**src/rtl/compteur_pkg.sv**
```systemverilog
// Shared definitions for the compteur counter library: state encoding and default width.
package compteur_pkg;

    typedef enum logic {
        StIdle = 1'b0,
        StRun  = 1'b1
    } state_t;

    localparam int unsigned DefaultWidth = 8;

endpackage

```
**src/rtl/dec_bin.sv**
```systemverilog
// Combinational ripple decrementer built from half-subtractor cells.
// Outputs val-1 and a flag that is high when val==1, i.e. when the result is zero.
module dec_bin #(
    parameter int unsigned WIDTH = compteur_pkg::DefaultWidth
) (
    input  logic [WIDTH-1:0] val,
    output logic [WIDTH-1:0] dec,
    output logic             is_one
);

    // borrow[i] is the borrow into bit i; subtracting 1 means bit 0 always borrows.
    logic [WIDTH-1:0] borrow;

    assign borrow[0] = 1'b1;

    for (genvar i = 0; i < WIDTH; i++) begin : g_cell
        assign dec[i] = val[i] ^ borrow[i];
        if (i < WIDTH - 1) begin : g_borrow
            assign borrow[i+1] = ~val[i] & borrow[i];
        end
    end

    assign is_one = ~|dec;

endmodule

```
**src/rtl/decpt_bin8.sv**
```systemverilog
// Loadable binary down-counter with terminal-count pulse and optional auto-reload.
// Count-down counterpart of cpt_bin8, used as a timeout/interval timer.
module decpt_bin8
    import compteur_pkg::*;
#(
    parameter int unsigned WIDTH       = DefaultWidth,
    parameter bit          AUTO_RELOAD = 1'b0
) (
    input  logic             clk,
    input  logic             reset,
    input  logic             clr,
    input  logic             load,
    input  logic [WIDTH-1:0] load_val,
    input  logic             activate,
    output logic [WIDTH-1:0] cpt,
    output logic             busy,
    output logic             done
);

    state_t           state_q, state_d;
    logic [WIDTH-1:0] cpt_q, cpt_d;
    logic [WIDTH-1:0] rld_q, rld_d;
    logic             done_q, done_d;

    logic [WIDTH-1:0] cpt_dec;
    logic             cpt_is_one;

    dec_bin #(
        .WIDTH (WIDTH)
    ) u_dec (
        .val    (cpt_q),
        .dec    (cpt_dec),
        .is_one (cpt_is_one)
    );

    always_comb begin
        state_d = state_q;
        cpt_d   = cpt_q;
        rld_d   = rld_q;
        done_d  = 1'b0;

        if (clr) begin
            cpt_d   = '0;
            state_d = StIdle;
        end else if (load) begin
            rld_d = load_val;
            if (load_val != '0) begin
                cpt_d   = load_val;
                state_d = StRun;
            end else begin
                // A zero start value is an immediate terminal count.
                cpt_d   = '0;
                state_d = StIdle;
                done_d  = 1'b1;
            end
        end else if (state_q == StRun && activate) begin
            if (cpt_is_one) begin
                done_d = 1'b1;
                if (AUTO_RELOAD) begin
                    // rld is non-zero whenever RUN was entered through a load.
                    cpt_d = rld_q;
                end else begin
                    cpt_d   = '0;
                    state_d = StIdle;
                end
            end else begin
                cpt_d = cpt_dec;
            end
        end
    end

    always_ff @(posedge clk or negedge reset) begin
        if (!reset) begin
            state_q <= StIdle;
            cpt_q   <= '0;
            rld_q   <= '0;
            done_q  <= 1'b0;
        end else begin
            state_q <= state_d;
            cpt_q   <= cpt_d;
            rld_q   <= rld_d;
            done_q  <= done_d;
        end
    end

    assign cpt  = cpt_q;
    assign busy = (state_q == StRun);
    assign done = done_q;

endmodule
```
**config.mk**
```make
export PLATFORM = sky130hd
export DESIGN_NAME = decpt_bin8
export DESIGN_NICKNAME = d
export VERILOG_FILES = /design/src/rtl/compteur_pkg.sv /design/src/rtl/dec_bin.sv /design/src/rtl/decpt_bin8.sv
export SDC_FILE = /design/constraint.sdc
export NUM_CORES = 1
export LEC_CHECK = 0
export CORE_MARGIN = 2
export CORE_UTILIZATION = 39
export DETAILED_ROUTE_END_ITERATION = 16
export GPL_ROUTABILITY_DRIVEN = 0
export GPL_TIMING_DRIVEN = 0
export PLACE_DENSITY = 0.72
export SLEW_MARGIN = 20
export SYNTH_ARGS = -nofsm -noshare
export SYNTH_HDL_FRONTEND = slang
export SYNTH_SLANG_ARGS = --single-unit
```
**constraint.sdc**
```tcl
create_clock -name clk -period 2.1 [get_ports clk]
set_input_delay 0.21 -clock clk [delete_from_list [all_inputs] [get_ports clk]]
set_output_delay 0.21 -clock clk [all_outputs]
set_load 0.1 [all_outputs]
```
==> results <==
- The flow ran to the end, but the final reports show violations.
- The final reports fail on setup timing.
- The critical path endpoint category is a register.
- The summed negative setup slack over all endpoints is -0.3470 ns.
- The max-capacitance violation count is 0.
- Detailed routing inserted a total of between 600 and 700 vias.
- The destination of the worst register-to-register timing path is done$_DFF_PN0_.
- The core area is ~0.0015 mm².
- The portion of synthesized cell area occupied by the leading cell type is 0.3802.
- The number of clock buffers added by TritonCTS is 3.
- The number of nets in the layout is 130.
- Once detail routing completed, the nets flagged for antenna violations numbered 0.
- The type of the most critical hold path is in -> async.
- The compound-gate portion of the synthesized area is 0.1483.
- For this run, design rule violations remaining after detail routing come to 0.
- The largest voltage drop on the vdd net is a little under 0.5 mV.
- The synthesis-to-layout area growth is 64.64%.
- After synthesis, the mean cell area works out to approximately 8.4 µm².
- The data required time of the critical path is 2.30 ns.
- The transition at the pin with the smallest max-transition slack is 0.9648 ns.
- In the synthesized netlist, the number of instances is ~80.
- The critical-path maximum fanout is 3.
- The number of antenna violations at the first check in global routing was 0.
- The number of buffers inserted by port buffering is 20.
- The maximum root-to-sink buffer count is 2.
- The later-pin clock latency in the skew report is 0.27 ns.
- The final-report max-slew violation count is 0.
- After detailed routing, the total wire length is about 1.7 mm.
- On the final layout, the worst clock skew is 0.005415 ns.
- The net count after synthesis is 98.
- The global-route congestion overflow total is 0.
- In this run, synthesis inferred 0 flip-flops with an integrated enable.
- Setup violations remaining at the end of the flow were counted as 3.
- CTS saw 10 sinks.
- The detailed-router iteration count before antenna repair is 4.
- Setup repair after global routing could not meet its margin everywhere.
- The critical path arrival is approximately 2.4 ns.
- The synthesized-area fraction occupied by adder cells is 0.1331.
- The number of cells on the worst reg-to-reg path is 11.
- By count the netlist is led by 10 x sky130_fd_sc_hd__dfrtp_1, 8 x sky130_fd_sc_hd__inv_1, 8 x sky130_fd_sc_hd__nand2_1, 8 x sky130_fd_sc_hd__nor2_1, 7 x sky130_fd_sc_hd__ha_1.
- The number of distinct library cell variants in the gate-level netlist after synthesis is 22.
- The worst pin sits at a relative slew slack of 0.3548.
- The fraction of final layout cells with drive strength greater than 1 is 0.2752.
- After synthesis, the largest family of logic cells by area is simple AND/OR/NAND/NOR gates.
- The final critical-path setup slack is -0.1414 ns.
- By area the synthesized netlist is led by sky130_fd_sc_hd__dfrtp_1 38%, sky130_fd_sc_hd__ha_1 13%, sky130_fd_sc_hd__a211o_1 5.3%, sky130_fd_sc_hd__nor2b_1 4.8%, sky130_fd_sc_hd__a21oi_1 4.6%.
- The category of the most critical setup path is reg -> reg.
- The number of global-route vias before repair came to around 620.
- The die outline height is ~45 µm.
- The final period demand of the worst path is 2.241 ns.
- The number of cell rows is 14.
- The static leakage power is between 0.4 and 0.5 nW.
- The most used flip-flop cell after synthesis is sky130_fd_sc_hd__dfrtp_1.
- The number of storage elements in the synthesis netlist is 10.
- The worst register-to-register path begins at cpt[0]$_DFFE_PN0P_.
- The total of warnings raised by yosys is 0.
- For this run, the top clock speed supported by timing is 0.4462 GHz.
- The first-iteration detailed-routing DRC count is 7.
- 23 I/O pins were placed.
- The portion of synthesized area spent on multiplexers is 0.
- TritonCTS built the clock tree.
- The total routing resource utilization after global routing is 0.1920.
- The fraction of the mapped netlist area in simple logic gates is 0.2376.
- The fraction of registers with async set/reset is 1.000.
- Once detailed placement completed, the half-perimeter wirelength came to roughly 1.2 mm.
- The routed via count divided by cell count is between 5 and 6.
- On the final layout, the worst hold slack is roughly 0.26 ns.
- The register-to-register setup slack is -0.14 ns.
- The launching element of the worst setup path is cpt[0]$_DFFE_PN0P_.
- The total power per unit cell area is around 620 mW/mm².
- The buffer cell driving the clock tree root is sky130_fd_sc_hd__clkbuf_4.
- Of the available clock period, the critical path in the final layout requires 1.067.
- Of the total synthesized cell area, the portion taken by XOR and XNOR cells is 0.02662.
- The sort of element at the start of the critical path is a register.
- The wire length of the first global-routing pass is 2.684 mm.
- The top cell type by total area after synthesis is sky130_fd_sc_hd__dfrtp_1.
- The cell area after synthesis is 658.1 µm².
- The portion of the post-synthesis area used by sequential elements is 0.3802.
- The post-CTS clock slew at the launch and capture registers of the worst setup and hold paths is about 0.080 ns.
- By instance count, the leading cell after synthesis is sky130_fd_sc_hd__dfrtp_1.
- The repair_antennas step left the layout with diodes totalling 0.
- The maximum number of pins on one net before global-route repair is 11.
- The mean routed wirelength per cell is approximately 14 µm.
- The die is approximately 45 µm wide.
- For this configuration, the core starts out at a cell density of 0.4269.
- The floorplan step defined a die boundary enclosing between 0.002 and 0.0025 mm².
- The total count of hold-check failures in the final report is 0.
- Following the worst setup path forward leads to its endpoint at done$_DFF_PN0_.
- The H-tree depth is 1.
-- kinds of logic (layout without fill, tap and decap cells) --
logic type                 after synthesis  after routing
buffers and inverters                   12             43
xor gates and xnor gates                 2              2
adders and majority gates                7              7
and+or+nand+nor                         32             32
AOI/OAI and AO/OA                       15             15
DFF                                     10             10
-- cell usage in the layout, fill, tap and decap left out, types with 4 or more instances in the layout --
master / instances
sky130_fd_sc_hd__nand2_1: 8
sky130_fd_sc_hd__buf_4: 8
sky130_fd_sc_hd__inv_1: 6
sky130_fd_sc_hd__nor2_1: 8
sky130_fd_sc_hd__a21oi_1: 5
sky130_fd_sc_hd__clkdlybuf4s50_1: 17
sky130_fd_sc_hd__nor2b_1: 5
sky130_fd_sc_hd__a211o_1: 4
sky130_fd_sc_hd__ha_4: 6
sky130_fd_sc_hd__dfrtp_1: 5
-- registers in the layout, summed over array words and instances, names as in the netlist --
signal and cells:
cpt 8, busy 1, done 1
-- worst min path at each step --
stage,from,endpoint,slack [ns],depth (start not counted)
after floorplan,reset,busy$_DFFE_PN0P_,-0.09,0
after global placement,reset,cpt[1]$_DFFE_PN0P_,0.57,1
after detailed placement,reset,cpt[1]$_DFFE_PN0P_,0.57,1
after CTS,reset,done$_DFF_PN0_,0.27,1
after global routing,reset,cpt[5]$_DFFE_PN0P_,0.29,1
final,reset,cpt[0]$_DFFE_PN0P_,0.26,1
-- power breakdown --
part | internal [mW] | total [mW] | switching, mW | leakage [nW]
registers | 0.206 | 0.218 | 0.0112 | 0.124
clock network | 0.105 | 0.182 | 0.0768 | 0.0210
logic | 0.107 | 0.271 | 0.164 | 0.304
total | 0.419 | 0.671 | 0.252 | 0.450
-- critical path, stage by stage, from the launching register on --
cell	delay (ns)
sky130_fd_sc_hd__dfrtp_4	0.43
sky130_fd_sc_hd__inv_4	0.04
sky130_fd_sc_hd__ha_4	0.15
sky130_fd_sc_hd__ha_4	0.15
sky130_fd_sc_hd__ha_4	0.15
sky130_fd_sc_hd__ha_4	0.15
sky130_fd_sc_hd__ha_4	0.15
sky130_fd_sc_hd__ha_4	0.16
sky130_fd_sc_hd__xnor2_2	0.11
sky130_fd_sc_hd__nand4_1	0.16
sky130_fd_sc_hd__or3_1	0.36
sky130_fd_sc_hd__a21oi_2	0.13
-- layer usage --
metal,share of wire,up-vias,track usage
met4,0.0053,0,0.1235
met2,0.54,12,0.3257
met5,0,-,0
met1,0.43,304,0.2265
met3,0.031,2,0.02400
li1,-,335,-
-- cell type report --
| cell class | instances | area (µm²) |
|---|---|---|
| plain buffers | 4 | 18.77 |
| clock buffers | 4 | 36.28 |
| fillers | 126 | 457.9 |
| inverters | 8 | 35.03 |
| multi-input cells | 56 | 459.2 |
| flip-flops and latches | 10 | 261.5 |
| well taps | 16 | 20.02 |
| repair buffers | 27 | 252.7 |
-- metrics by stage --
stage               setup WS, ns  cells    util  cell area [µm²]  total power, mW
floorplan                -0.2874     78       -            747.0           0.4027
detailed placement       -0.2002    114  0.6274            967.2           0.4759
finish                   -0.1414    125  0.7029             1084           0.6713
global route             -0.2280    125  0.7029             1084           0.7029
global placement         -0.1720    114  0.6274            967.2           0.4724
CTS                      -0.1178    123  0.6867             1059           0.6698
-- timing repair --
action,in CTS,in global routing
pin swaps,4,3
buffers inserted,5,2
endpoints found under the setup margin,3,5
gates resized for setup,7,3
hold buffers,0,0
No activity file was read; power rests on OpenSTA's default activity.
